`config.mk`:
```
export PLATFORM = sky130hd
export DESIGN_NAME = comparator_bist
export DESIGN_NICKNAME = d
export VERILOG_FILES = /design/src/rtl/comparator_bist.sv
export SDC_FILE = /design/constraint.sdc
export NUM_CORES = 1
export LEC_CHECK = 0
export CORE_ASPECT_RATIO = 1.4
export CORE_MARGIN = 3
export CORE_UTILIZATION = 40
export DETAILED_ROUTE_END_ITERATION = 12
export GPL_TIMING_DRIVEN = 1
export PLACE_DENSITY = 0.77
export SLEW_MARGIN = 20
export SYNTH_ARGS = -nofsm -noshare
export SYNTH_HDL_FRONTEND = slang
export SYNTH_SLANG_ARGS = --single-unit
```
`constraint.sdc`:
```
create_clock -name clk -period 2 [get_ports clk]
set_input_delay 0.5 -clock clk [delete_from_list [all_inputs] [get_ports clk]]
set_output_delay 0.5 -clock clk [all_outputs]
set_load 0.1 [all_outputs]
```
`src/rtl/comparator_bist.sv`:
```
// Built-in self-test sequencer for a combinational magnitude comparator.
// Sweeps all (A,B) operand pairs, samples gt/lt/eq after a settle time, and records failures.
module comparator_bist #(
   parameter int WIDTH  = 2,
   parameter int SETTLE = 1
) (
   input  logic               clk,
   input  logic               rst,
   input  logic               start,
   input  logic               gt_in,
   input  logic               lt_in,
   input  logic               eq_in,
   output logic [WIDTH-1:0]   a_out,
   output logic [WIDTH-1:0]   b_out,
   output logic               busy,
   output logic               done,
   output logic               pass,
   output logic [2*WIDTH:0]   err_count,
   output logic               first_fail_valid,
   output logic [WIDTH-1:0]   first_fail_a,
   output logic [WIDTH-1:0]   first_fail_b
);

   localparam int CW = (SETTLE > 1) ? $clog2(SETTLE) : 1;
   localparam int VW = 2 * WIDTH;
   localparam logic [CW-1:0]      CNT_LAST = CW'(SETTLE - 1);
   localparam logic [CW-1:0]      CNT_ZERO = {CW{1'b0}};
   localparam logic [CW-1:0]      CNT_ONE  = {{(CW-1){1'b0}}, 1'b1};
   localparam logic [VW-1:0]      VEC_ONE  = {{(VW-1){1'b0}}, 1'b1};
   localparam logic [WIDTH-1:0]   OP_ZERO  = {WIDTH{1'b0}};
   localparam logic [2*WIDTH:0]   ERR_ZERO = {(2*WIDTH+1){1'b0}};
   localparam logic [2*WIDTH:0]   ERR_ONE  = {{(2*WIDTH){1'b0}}, 1'b1};

   typedef enum logic [1:0] {
      ST_IDLE   = 2'd0,
      ST_SETTLE = 2'd1,
      ST_CHECK  = 2'd2,
      ST_DONE   = 2'd3
   } state_t;

   state_t               state_r, state_s;
   logic [CW-1:0]        cnt_r, cnt_s;
   logic [WIDTH-1:0]     a_s, b_s, ffa_s, ffb_s;
   logic                 busy_s, done_s, pass_s, ffv_s;
   logic [2*WIDTH:0]     err_s;
   logic                 last_vec_s;
   logic                 mismatch_s;

   // A vector fails when any flag disagrees; several wrong flags still count once.
   function automatic logic cmp_error(input logic [WIDTH-1:0] a, input logic [WIDTH-1:0] b,
                                      input logic gt, input logic lt, input logic eq);
      return (gt != (a > b)) || (lt != (a < b)) || (eq != (a == b));
   endfunction

   assign last_vec_s = &{a_out, b_out};
   assign mismatch_s = cmp_error(a_out, b_out, gt_in, lt_in, eq_in);

   // State register
   always_ff @(posedge clk or posedge rst) begin
      if (rst) begin
         state_r <= ST_IDLE;
      end else begin
         state_r <= state_s;
      end
   end

   // Next-state decode
   always_comb begin
      state_s = state_r;
      case (state_r)
         ST_IDLE:   if (start) state_s = ST_SETTLE; else state_s = ST_IDLE;
         ST_SETTLE: if (cnt_r == CNT_LAST) state_s = ST_CHECK; else state_s = ST_SETTLE;
         ST_CHECK:  if (last_vec_s) state_s = ST_DONE; else state_s = ST_SETTLE;
         ST_DONE:   state_s = ST_IDLE;
         default:   state_s = ST_IDLE;
      endcase
   end

   // Next values of the registered outputs and the settle counter
   always_comb begin
      cnt_s  = cnt_r;
      a_s    = a_out;
      b_s    = b_out;
      busy_s = busy;
      done_s = 1'b0;
      pass_s = pass;
      err_s  = err_count;
      ffv_s  = first_fail_valid;
      ffa_s  = first_fail_a;
      ffb_s  = first_fail_b;
      case (state_r)
         ST_IDLE: begin
            if (start) begin
               a_s    = OP_ZERO;
               b_s    = OP_ZERO;
               err_s  = ERR_ZERO;
               ffv_s  = 1'b0;
               ffa_s  = OP_ZERO;
               ffb_s  = OP_ZERO;
               pass_s = 1'b0;
               busy_s = 1'b1;
               cnt_s  = CNT_ZERO;
            end else begin
               cnt_s  = cnt_r;
            end
         end
         ST_SETTLE: cnt_s = cnt_r + CNT_ONE;
         ST_CHECK: begin
            if (mismatch_s) begin
               err_s = err_count + ERR_ONE;
               if (!first_fail_valid) begin
                  ffv_s = 1'b1;
                  ffa_s = a_out;
                  ffb_s = b_out;
               end else begin
                  ffv_s = first_fail_valid;
               end
            end else begin
               err_s = err_count;
            end
            // DONE-cycle outputs are loaded here so they are visible during DONE.
            if (last_vec_s) begin
               done_s = 1'b1;
               busy_s = 1'b0;
               pass_s = (err_s == ERR_ZERO);
            end else begin
               {a_s, b_s} = {a_out, b_out} + VEC_ONE;
               cnt_s      = CNT_ZERO;
            end
         end
         ST_DONE: done_s = 1'b0;
         default: done_s = 1'b0;
      endcase
   end

   // Output and counter registers
   always_ff @(posedge clk or posedge rst) begin
      if (rst) begin
         cnt_r            <= CNT_ZERO;
         a_out            <= OP_ZERO;
         b_out            <= OP_ZERO;
         busy             <= 1'b0;
         done             <= 1'b0;
         pass             <= 1'b0;
         err_count        <= ERR_ZERO;
         first_fail_valid <= 1'b0;
         first_fail_a     <= OP_ZERO;
         first_fail_b     <= OP_ZERO;
      end else begin
         cnt_r            <= cnt_s;
         a_out            <= a_s;
         b_out            <= b_s;
         busy             <= busy_s;
         done             <= done_s;
         pass             <= pass_s;
         err_count        <= err_s;
         first_fail_valid <= ffv_s;
         first_fail_a     <= ffa_s;
         first_fail_b     <= ffb_s;
      end
   end

endmodule

```
# --- Yosys cells after proc, flatten, opt, wreduce, memory -nomap -nowiden ---
# Cells that the tools add are included.
word_totals:
  regBits: 20
  input_bits: 6
  out_inout_bits: 17
  elab_cells: 72
classes:
  addsub: 3
  magnitude_cmp: 2
  n_eq_ne: 12
  muxes: 31
  reduce_logical: 13
op_table:
  columns: ["op", "n"]
  rows:
  - ["2-to-1 mux 2 bit", 9]
  - ["one-hot mux 2 bit (2 select lines)", 4]
  - ["2-to-1 mux 5 bit", 3]
  - ["AND reduction 3 bit", 4]
  - ["inequality test 2 bit, second input constant", 5]
  - ["one-hot mux 5 bit (2 select lines)", 1]
  - ["2-to-1 mux 1 bit", 9]
  - ["one-hot mux 2 bit (4 select lines)", 1]
  - ["AND reduction 4 bit", 2]
  - ["one-hot mux 1 bit (2 select lines)", 3]
  - ["adder 5 x 1 -> 5 bit, second input constant", 1]
  - ["logical NOT 5 bit", 1]
  - ["adder 4 x 1 -> 4 bit, second input constant", 1]
  - ["== test 2 bit, second input constant", 2]
  - ["inequality test 1 bit", 3]
  - ["one-hot mux 1 bit (3 select lines)", 1]
  - ["nonzero test 3 bit", 1]
  - ["== test 2 x 1 -> 1 bit, second input constant", 1]
  - ["== test 2 bit", 1]
  - ["> comparator 2 bit", 1]
  - ["logical NOT 2 bit", 1]
  - ["logical OR 1 bit", 2]
  - ["< comparator 2 bit", 1]
  - ["AND reduction 2 bit", 1]
  - ["other kinds (2)", 2]

# --- Longest topological paths before layout ---
logic_depth:
  ltp_word: 9
  depth_mapped: 9
  mapped_depth_nobuf: 8

# --- Worst setup path before layout ---
# OpenSTA, ideal clock, no wires.
synth_timing:
  kind: "register to register"
  start: "register b_out[1]"
  end: "register pass"
  setup_ns: 0.104
  arrival_time_ns: 2.642
  required_ns: 1.896
  path_slack_ns: -0.745
  stages_incl_launch_ff: 9
  n_path_buf: 1
  synth_period_minus_slack_ns: 2.745
  cell_sequence: "dfrtp_1 inv_1 ha_1 or3_4 a21oi_4 and2_1 buf_6 mux2i_1 o41ai_2"
synth_between:
  elab_chain_len: 9
  word_cells_on_any_way: 16
  classes_between: "order compare: 2; eq/ne: 5; mux: 4; reduce/logical: 5"
synth_rtl:
  columns: ["item", "line", "source"]
  rows:
  - ["start: declaration", "14", "output logic [WIDTH-1:0] b_out,"]
  - ["start signal: assignment", "152", "b_out <= b_s;"]
  - ["> comparator 2 bit / < comparator 2 bit (equally long branches)", "52", "return (gt != (a > b)) || (lt != (a < b)) || (eq != (a == b));"]
  - ["inequality test 1 bit", "52", null]
  - ["logical OR 1 bit (2 in a row)", "52", null]
  - ["2-to-1 mux 5 bit", "109", "if (mismatch_s) begin"]
  - ["2-to-1 mux 5 bit", "91", "case (state_r)"]
  - ["logical NOT 5 bit", "125", "pass_s = (err_s == ERR_ZERO);"]
  - ["2-to-1 mux 1 bit", "122", "if (last_vec_s) begin"]
  - ["one-hot mux 1 bit (2 select lines)", "91", null]
  - ["end signal: assignment", "155", "pass <= pass_s;"]
  - ["end: declaration", "17", "output logic pass,"]
# Several ways; a longest one is shown, not always the timed one. The select of a mux whose other input is x is not followed.
# A chain may end at the register's enable or synchronous reset.

# --- Worst setup path in the final report ---
layout_timing:
  start: "register b_out[0]"
  end: "register err_count[0]"
layout_between:
  elab_chain_len: 7
  word_cells_on_any_way: 11
  classes_between: "order compare: 2; eq/ne: 4; mux: 3; reduce/logical: 2"
layout_rtl:
  columns: ["item", "line", "source"]
  rows:
  - ["> comparator 2 bit / < comparator 2 bit (equally long branches)", "52", null]
  - ["inequality test 1 bit", "52", null]
  - ["logical OR 1 bit", "52", null]
  - ["logical OR 1 bit *", "52", null]
  - ["2-to-1 mux 5 bit *", "109", null]
  - ["2-to-1 mux 5 bit *", "91", null]
  - ["one-hot mux 5 bit (2 select lines) *", "91", null]
  - ["end signal: assignment", "156", "err_count <= err_s;"]
  - ["end: declaration", "18", "output logic [2*WIDTH:0] err_count,"]
# Mark *: on every way between the ends. The rest lies on a longest branch, timed or not. The select of a mux whose other input is x is not followed.

==> results.toml <==
[placement]
gp_congestion = 0.923
postPlaceCellArea_um2 = 1760
dp_slack_ns = -0.429
io_buffers = 22
post-dp-hpwl_um = 2460

[global_route]
globalRouteTotalUtil_pct = 20.4
overflow = 0
grt_pass1_wl_um = 5710
antenna_found_initial = 0
grt_start_max_net_pins = 21
grt_pass1_vias = 1173

[setup_path]
cp_max_fo = 3
worst_path_largest_cell_delay_ns = 0.51
cp_slowest_cell = "dfrtp_4"
path_class = "flop to flop"
cp-start-kind = "flop"
critPathCaptureType = "flop"
crit_arrival_ns = 2.36
crit_chain = "ha_4 > inv_4 > a221o_1 > a21oi_4 > buf_4 > a21oi_2 > mux2_2 > a22o_1"
crit_required_ns = 2.22

[yosys]
syn_nets = 135
synth_warnings = 0
synth_cell_types = 40
synth_fa_ha_area_share_pct = 4.18
synth_top_family_by_area = "compound AO/OA/AOI/OAI gates"
synthMuxAreaShare_pct = 4.60
synth-compound-area-share_pct = 26.5
netlist_instances = 125
syn_area_um2 = 1200
synth.ff_latch_count = 20
synth_area_per_cell_um2 = 9.57
synth-simple-area-share_pct = 14.6
ys_seq_area_share_pct = 41.8
synth_xor_area_share_pct = 3.56

[detailed_routing]
dr_total_vias = 1149
post-route-drc-count = 0
drtIter0Drc = 42
drtPass1Iterations = 4
viasPerCell = 5.69
post_drt_wl_per_cell_um = 16.2
ant_nets = 0
drt_wl_total_um = 3270

[status]
violations = "setup timing"
status = "finished with violations"

[sta]
worst_pin_slew_ns = 0.361
max-slew-margin-rel_pct = 75.9
timing.final.crit_share_pct = 107
min_period_ns = 2.14
final.setup.tns_ns = -1.08
slew_violations = 0
fin_skew_ns = 0.00509
fmax_mhz = 466
setup_ws_ns = -0.144
hold_viol = 0
rsz0062_at_grt = "true"
setup_violations = 11

[job]
drv_cap = 0

[finish]
fin_area_um2 = 1960
syn2layout_area_growth_pct = 64.2
drive_above_1_share_pct = 44.6
num-nets-final = 177
nFillCells = 187
n_antenna_cell = 0

[clock_tree]
root_buffer = "clkbuf_4"
clkLatencyLatePin_ns = 0.31
clkTransAtPathRegs_ns = 0.12
htree_levels = 1
cts_sinks = 20
ctsHoldBuffers = 0
cts_tree = "yes"
cts_made_buffers = 3
cts_buffer_depth = 2

[hold_path]
holdCritPathClass = "primary input to asynchronous set/reset pin"

[floorplan]
placementRows = 22
die_w_um = 52.2
start_util_pct = 43.9
coreArea_um2 = 2730
die-height_um = 70.7
io_pins = 23
die_area_um2 = 3690

[pwr]
peakVddDrop_mv = 1.21
power.density_nw_per_um2 = 1730
p_leak_nw = 0.840
==> cell usage after synthesis, drive strengths merged <==
cell type | n | area [µm²]
nand4b | 1 | 8.76
o21ai | 14 | 70.1
or2 | 1 | 6.26
o41ai | 1 | 16.3
a221o | 1 | 10.0
a22oi | 5 | 37.5
or3 | 2 | 18.8
ha | 4 | 50.1
o221ai | 1 | 8.76
mux2 | 4 | 45.0
or2b | 1 | 8.76
a21boi | 1 | 7.51
nor3 | 1 | 5.00
nor2 | 7 | 26.3
nand2b | 1 | 6.26
inv | 8 | 30.0
clkbuf | 3 | 11.3
a31oi | 1 | 6.26
a21oi | 6 | 41.3
a32o | 1 | 10.0
and2 | 3 | 18.8
a211oi | 2 | 15.0
buf | 2 | 15.0
a2111oi | 1 | 8.76
nand3 | 5 | 25.0
nand2 | 12 | 45.0
dfrtp | 20 | 500
nor2b | 1 | 6.26
o31ai | 2 | 15.0
a22o | 7 | 62.6
o21a | 1 | 7.51
mux2i | 1 | 10.0
xor2 | 4 | 42.6
==> path summary, 6_finish.rpt <==
check,startpoint,endpoint,slack (ns),cells past startpoint
setup reg to reg,b_out[0],err_count[0],-0.14,8
max in group asynchronous,rst,a_out[0],1.26,3
min in group clk,cnt_r,state_r[1],0.55,1
hold reg to reg,cnt_r,state_r[1],0.55,1
setup / recovery,b_out[0],err_count[0],-0.14,8
hold / removal,rst,err_count[0],0.49,3
==> layout make-up <==
cell class	count	area (µm²)	area share (%)
multi-input combinational	92	758	38.6
timing repair buffer	42	557	28.3
sequential	20	517	26.3
tap	36	45.0	2.29
inverter	8	35.0	1.78
clock inverter	1	30.0	1.53
clock buffer	3	22.5	1.15
==> power breakdown <==
part	switching, mW	leakage (nW)	internal (mW)
clock network	0.136	0.0279	0.203
registers	0.180	0.255	0.524
logic	1.34	0.558	1.01
==> flip-flops by register name, summed over array words and instances (netlist names), 2 cells and up <==
| register | flops |
|---|---|
| b_out | 2 |
| a_out | 2 |
| err_count | 5 |
| state_r | 2 |
| first_fail_b | 2 |
| first_fail_a | 2 |
==> layer usage <==
layer	global-route usage (%)	vias up	routed length [µm]
li1	-	535	-
met1	24.2	564	1240
met2	35.2	41	1750
met3	2.95	9	168
met4	9.94	0	110
met5	0	-	0
==> worst max-delay path: cells and delay by family (launching register included) <==
| kind | cells | cell delay (ns) |
|---|---|---|
| compound gates | 4 | 0.78 |
| flops | 1 | 0.51 |
| fa+ha+maj | 1 | 0.29 |
| mux | 1 | 0.28 |
| buf+inv | 2 | 0.19 |
==> stage by stage <==
stage	utilization, %	total power [mW]	std cells	hold WS (ns)
final	72.1	3.40	202	0.493
after CTS	71.0	3.33	202	0.498
after global placement	64.6	2.56	192	0.499
after floorplan	-	1.94	125	0.464
after global routing	72.1	3.57	202	0.543
after detailed placement	64.6	2.65	192	0.538
==> cells by family (layout without fill, tap and decap cells) <==
kind of cell	count (synthesis)	in the layout
multiplexers	5	5
adder cells (fa/ha/maj)	4	4
flip-flops	20	20
XOR/XNOR	4	4
AO/OA/AOI/OAI	44	44
buffers and inverters	13	54
AND/OR/NAND/NOR	35	35
==> placed cells by master (no fill, tap or decap), types with 2 or more instances in the layout <==
cell,instances
o31ai_1,2
a21oi_4,2
dfrtp_4,4
mux2_2,3
nor2_1,7
xor2_1,3
o21ai_1,4
inv_4,2
ha_4,2
dfrtp_1,15
clkdlybuf4s50_1,5
nand3_1,5
a22oi_2,2
clkbuf_4,3
o21ai_0,8
buf_12,18
a22o_1,6
a22oi_1,3
buf_4,18
inv_1,5
ha_1,2
and2_1,2
nand2_1,12
a21oi_1,3
==> timing repair <==
action | 4_1_cts | 5_1_grt
hold endpoints to repair | 0 | 0
endpoints found under the setup margin | 11 | 11
resized for setup | 14 | 6
setup buffers | 6 | 0
pin swaps | 13 | 5
No activity file was read; power rests on OpenSTA's default activity.
